===== src/rtl/mem_arb_pkg.sv =====
// Shared types and defaults for the IF/DM single-port syncram arbiter.
package mem_arb_pkg;

  typedef enum logic [1:0] {
    OWN_NONE = 2'd0,
    OWN_IF   = 2'd1,
    OWN_DM   = 2'd2
  } owner_t;

  localparam int ADDR_W_DEF     = 32;
  localparam int DATA_W_DEF     = 32;
  localparam int READ_LAT_DEF   = 1;
  localparam int STARVE_MAX_DEF = 4;
  localparam int STARVE_W       = 4;
  localparam int LAT_CNT_W_DEF  = $clog2(READ_LAT_DEF + 1);

  // Width of a counter that must hold 0..read_lat.
  function automatic int lat_cnt_w(input int read_lat);
    return (read_lat < 1) ? 1 : $clog2(read_lat + 1);
  endfunction

endpackage


===== src/rtl/mem_arb_starve_ctr.sv =====
// Saturating count of consecutive cycles a requester was denied; at_max
// tells the arbiter to force that requester through.
module mem_arb_starve_ctr
  import mem_arb_pkg::*;
#(
  parameter int STARVE_MAX = STARVE_MAX_DEF
) (
  input  logic clk,
  input  logic rst,
  input  logic req,
  input  logic gnt,
  output logic at_max
);

  localparam logic [STARVE_W-1:0] CNT_MAX = STARVE_W'(STARVE_MAX);

  logic [STARVE_W-1:0] cnt_q;
  logic [STARVE_W-1:0] cnt_d;

  always_comb begin
    cnt_d = '0;
    if (req && !gnt) begin
      cnt_d = (cnt_q == CNT_MAX) ? CNT_MAX : cnt_q + 1'b1;
    end
  end

  always_ff @(posedge clk) begin
    if (rst) begin
      cnt_q <= '0;
    end else begin
      cnt_q <= cnt_d;
    end
  end

  assign at_max = (cnt_q == CNT_MAX);

endmodule


===== src/rtl/mem_port_arbiter.sv =====
// Arbitrates the IF and DM ports onto one single-ported syncram, DM first,
// with a starvation override for IF; read data is steered back by owner.
module mem_port_arbiter
  import mem_arb_pkg::*;
#(
  parameter int ADDR_W     = ADDR_W_DEF,
  parameter int DATA_W     = DATA_W_DEF,
  parameter int READ_LAT   = READ_LAT_DEF,
  parameter int STARVE_MAX = STARVE_MAX_DEF
) (
  input  logic              clk,
  input  logic              rst,
  input  logic              if_req,
  input  logic [ADDR_W-1:0] if_addr,
  output logic              if_gnt,
  output logic              if_rvalid,
  output logic [DATA_W-1:0] if_rdata,
  input  logic              dm_req,
  input  logic              dm_we,
  input  logic [ADDR_W-1:0] dm_addr,
  input  logic [DATA_W-1:0] dm_wdata,
  output logic              dm_gnt,
  output logic              dm_rvalid,
  output logic [DATA_W-1:0] dm_rdata,
  output logic              ram_cs,
  output logic              ram_oe,
  output logic              ram_we,
  output logic [ADDR_W-1:0] ram_addr,
  output logic [DATA_W-1:0] ram_din,
  input  logic [DATA_W-1:0] ram_dout
);

  localparam int               LAT_W    = lat_cnt_w(READ_LAT);
  localparam logic [LAT_W-1:0] LAT_LOAD = LAT_W'(READ_LAT);
  localparam logic [LAT_W-1:0] LAT_ONE  = LAT_W'(1);

  logic [LAT_W-1:0] lat_cnt_q;
  logic [LAT_W-1:0] lat_cnt_d;
  owner_t           owner_q;
  owner_t           owner_d;

  logic issue_open;
  logic ret_now;
  logic starve_at_max;
  logic if_win;
  logic dm_win;
  logic read_gnt;
  logic store_gnt;

  // The final return cycle also accepts a new access, so reads pipeline.
  assign issue_open = (lat_cnt_q <= LAT_ONE);
  assign ret_now    = !rst && (lat_cnt_q == LAT_ONE);

  always_comb begin
    if_win = 1'b0;
    dm_win = 1'b0;
    if (!rst && issue_open) begin
      if (if_req && (!dm_req || starve_at_max)) begin
        if_win = 1'b1;
      end else if (dm_req) begin
        dm_win = 1'b1;
      end
    end
  end

  assign read_gnt  = if_win || (dm_win && !dm_we);
  assign store_gnt = dm_win && dm_we;

  always_comb begin
    if_gnt   = if_win;
    dm_gnt   = dm_win;
    ram_cs   = if_win || dm_win;
    ram_oe   = read_gnt;
    ram_we   = store_gnt;
    ram_addr = '0;
    ram_din  = '0;
    if (if_win) begin
      ram_addr = if_addr;
    end else if (dm_win) begin
      ram_addr = dm_addr;
    end
    if (store_gnt) begin
      ram_din = dm_wdata;
    end
  end

  always_comb begin
    if_rvalid = ret_now && (owner_q == OWN_IF);
    dm_rvalid = ret_now && (owner_q == OWN_DM);
    if_rdata  = if_rvalid ? ram_dout : '0;
    dm_rdata  = dm_rvalid ? ram_dout : '0;
  end

  always_comb begin
    lat_cnt_d = lat_cnt_q;
    owner_d   = owner_q;
    if (read_gnt) begin
      lat_cnt_d = LAT_LOAD;
      owner_d   = if_win ? OWN_IF : OWN_DM;
    end else if (store_gnt) begin
      lat_cnt_d = '0;
      owner_d   = OWN_NONE;
    end else if (lat_cnt_q != '0) begin
      lat_cnt_d = lat_cnt_q - 1'b1;
      if (lat_cnt_q == LAT_ONE) begin
        owner_d = OWN_NONE;
      end
    end
  end

  always_ff @(posedge clk) begin
    if (rst) begin
      lat_cnt_q <= '0;
      owner_q   <= OWN_NONE;
    end else begin
      lat_cnt_q <= lat_cnt_d;
      owner_q   <= owner_d;
    end
  end

  mem_arb_starve_ctr #(
    .STARVE_MAX(STARVE_MAX)
  ) u_starve (
    .clk   (clk),
    .rst   (rst),
    .req   (if_req),
    .gnt   (if_win),
    .at_max(starve_at_max)
  );

endmodule

===== config.mk =====
export PLATFORM = sky130hd
export DESIGN_NAME = mem_port_arbiter
export DESIGN_NICKNAME = d
export VERILOG_FILES = /design/src/rtl/mem_arb_pkg.sv /design/src/rtl/mem_arb_starve_ctr.sv /design/src/rtl/mem_port_arbiter.sv
export SDC_FILE = /design/constraint.sdc
export NUM_CORES = 1
export LEC_CHECK = 0
export CAP_MARGIN = 20
export CORE_AREA = 2 2 102 104
export CTS_CLUSTER_DIAMETER = 150
export CTS_CLUSTER_SIZE = 12
export DETAILED_ROUTE_END_ITERATION = 10
export DIE_AREA = 0 0 104 106
export DONT_BUFFER_PORTS = 1
export SKIP_LAST_GASP = 1
export SLEW_MARGIN = 10
export SYNTH_ARGS = -nofsm -noshare
export SYNTH_HDL_FRONTEND = slang
export SYNTH_HIERARCHICAL = 1
export SYNTH_SLANG_ARGS = --single-unit

===== constraint.sdc =====
create_clock -name clk -period 2.4 [get_ports clk]
set_input_delay 0.12 -clock clk [delete_from_list [all_inputs] [get_ports clk]]
set_output_delay 0.12 -clock clk [all_outputs]
set_load 0.005 [all_outputs]

==> results.md <==
* Worst setup path endpoint: ram_din[7]
* Achievable clock frequency at a little under 500 MHz
* Clock transition at path regs at 0.04 ns
* Routed wire length at ~6200 um
* Post-CTS Resized at 0
* Critical Path Source Type: flop
* Avg Inst Size Synth at between 7 and 8 um^2
* Initial antenna violation count at 2
* Final worst setup slack at 0.342 ns
* Total power at ~0.0004 W
* Fillers at roughly 1100
* Worst hold-check path type: in -> reg
* # rows at 37
* Pre-CTS setup slack at around 0.54 ns
* Pwr dens at ~270 nW/um^2
* Routed vias/inst at approximately 4.7
* Final hold violation count at 0
* Tightest Pin Transition at 0.501 ns
* Synthesized area at approximately 1400 um^2
* Cells after Synth at approximately 190
* Grt ovf at 0
* Detail Route Antenna Nets at 0
* Met3 routed WL at about 830 um
* Core box area at between 9000 and 10000 um^2
* Total CTS buffers at 3
* Initial Utilization at a little over an eighth
* Post-layout minimum cycle time at between 2 and 2.5 ns
* IO buf count at 0
* Metal2 WL at 3320 um
* Critical Path, Cell by Cell: inv_1, ha_1, nand3b_1, inv_1, nand2_1, and3_2, buf_12, and3_1
* Leakage power at approximately 0.7 nW
* Vias at ~1500
* Peak supply drop at 0.150 mV
* Most frequent cells in the layout: and2_1 (65), and3_1 (34), a22o_1 (32)
* Maxcap violations at 0
* Vias in the first global route at between 1000 and 1500
* Total nets after synthesis at about 320
* Total negative slack at 0 ns
* Hold Path Cell Cnt at 2
* Maximum fanout along the worst path at just under 60
* Clk sink count at 7
* 1st-iter DRT viols at between 50 and 60
* Die Y at 106 um
* CP Capture Type: output port
* Worst path arrival time at between 1.5 and 2 ns
* DR top layer: met5
* Setup bufs post-CTS at 0
* Setup violators final at 0
* Area Overhead vs Synth at 9.09%
* Worst EP required at approximately 2.3 ns
* Max_slew headroom at 66.6%
* Part of the cycle the worst path needs at 85.8%
* Fin Hold WS at ~0.095 ns
* Wirelength per Cell at 20.1 um
* Post-DP HPWL at between 5000 and 6000 um
* Hold Buf Count CTS at 0
* Top cell by count, worst path: inv_1
* Post-synth top area cell: and2_1
* Most common cell after layout, fill and taps aside: and2_1
* Global-route wire length before repair at approximately 8000 um
* CTS tree: yes
* Overall global routing resource usage at approximately a tenth
* Final std cells w/o fill at 310
* #FFs+latches synth at 7
* Worst Setup SP: u_starve/cnt_q[0]
* Met1 WL at approximately 1900 um
* Final net count at just over 300
* Slew Viols, Final at 0
* Total Die Area at roughly 11000 um^2
* Library cells used by synthesis at 25
* Startpoint of the worst register-to-register path: u_starve/cnt_q[0]
* Crit Path Class: reg -> out
* Number of iterations in the first detailed-routing pass at 4
* Clk_skew at 0.00116 ns
* Flop2flop setup slack at 0.54 ns
* FF-to-FF End: u_starve/cnt_q[3]
* Layout cells sized above 1 at under 10%
* Num ports at around 270
* Routability Congestion at approximately 0.75
* Clock Latency Late Sink at approximately 0.23 ns
* Synth top area cells: and2_1 (30%), a22o_1 (21%), and3_1 (16%)
* Slowest cell on the critical path: dfxtp_1
* Longest Clk Path Bufs at 2
* Status: complete, no violations
* Root Buffer: clkbuf_8
* Warnings, synthesis at 6
* Critical Path Max Stage Delay at roughly 0.38 ns
* Sequential share of the synthesized area at ~10%
* Largest net degree at the start of global routing at 60
* Share of the synthesized area in the top cell type at between 20% and 30%
* Die width at roughly 100 um
* H-tree levels at 1
* Cell total after placement at between 300 and 400
* Worst reg2reg path depth at 10
* RSZ-0062 raised after global routing: no
* # DRC at 0
## logic make-up after synthesis
| kind of cell | after synthesis | synth area share (%) |
|---|---|---|
| simple gates | 113 | 52.1 |
| xor+xnor | 2 | 1.29 |
| flops | 7 | 10.3 |
| fa+ha+maj | 2 | 1.84 |
| buf+inv | 26 | 10.9 |
| compound gates | 37 | 23.6 |
## cell usage after synthesis
cell type	instances
nand3_1	1
and3_1	35
a31o_2	1
buf_4	2
buf_2	5
nor3_1	1
nor2_1	4
and4bb_2	2
nand2b_1	1
buf_6	5
xor2_1	1
xnor2_1	1
ha_1	2
nor3b_2	1
a21o_1	2
a32o_1	1
inv_1	4
and2_1	65
clkbuf_1	9
a21boi_1	1
nand2_1	2
a22o_1	32
inv_2	1
nand3b_1	1
dfxtp_1	7
## final cells by class
cell class	instances	area, um^2	share of cell area [%]
sequential	7	140	9.43
clock buffer	4	45.0	3.03
multi-input combinational	154	1070	72.3
inverter	5	18.8	1.26
tap	136	170	11.4
timing repair buffer	3	35.0	2.36
antenna	1	2.50	0.168
## how the worst min path moves through the flow
stage               start                end
finish                rst  u_starve/cnt_q[2]
global route          rst  u_starve/cnt_q[2]
CTS                   rst  u_starve/cnt_q[2]
detailed placement    rst             ram_cs
global placement      rst             ram_cs
floorplan             rst             ram_cs
## registers in the layout, summed over array words and instances (netlist names)
register,cells
lat_cnt_q,1
owner_q,2
u_starve/cnt_q,4
## routing by layer
layer / track usage, % / vias up
met2: 18.9 / 175
met1: 9.05 / 655
met3: 2.88 / 10
li1: - / 626
met5: 0 / -
met4: 5.31 / 2
## metrics by stage
stage	instance area [um^2]	util [%]
final	1490	14.9
after global routing	1490	14.9
after CTS	1480	14.8
after detailed placement	1440	14.4
after global placement	1440	14.4
after floorplan	1360	-
## power breakdown
part           switching [W]  internal [W]
combinational      0.0000623     0.0000504
clock              0.0000487      0.000115
sequential        0.00000335      0.000122
## worst max-delay path: cells and delay by family (launching register included)
family / cells / cell delay [ns]
adder cells (fa/ha/maj): 1 / 0.20
buffers and inverters: 3 / 0.38
flip-flops: 1 / 0.38
AND/OR/NAND/NOR: 4 / 0.75
Note: power is estimated with default switching activity, not from simulation.
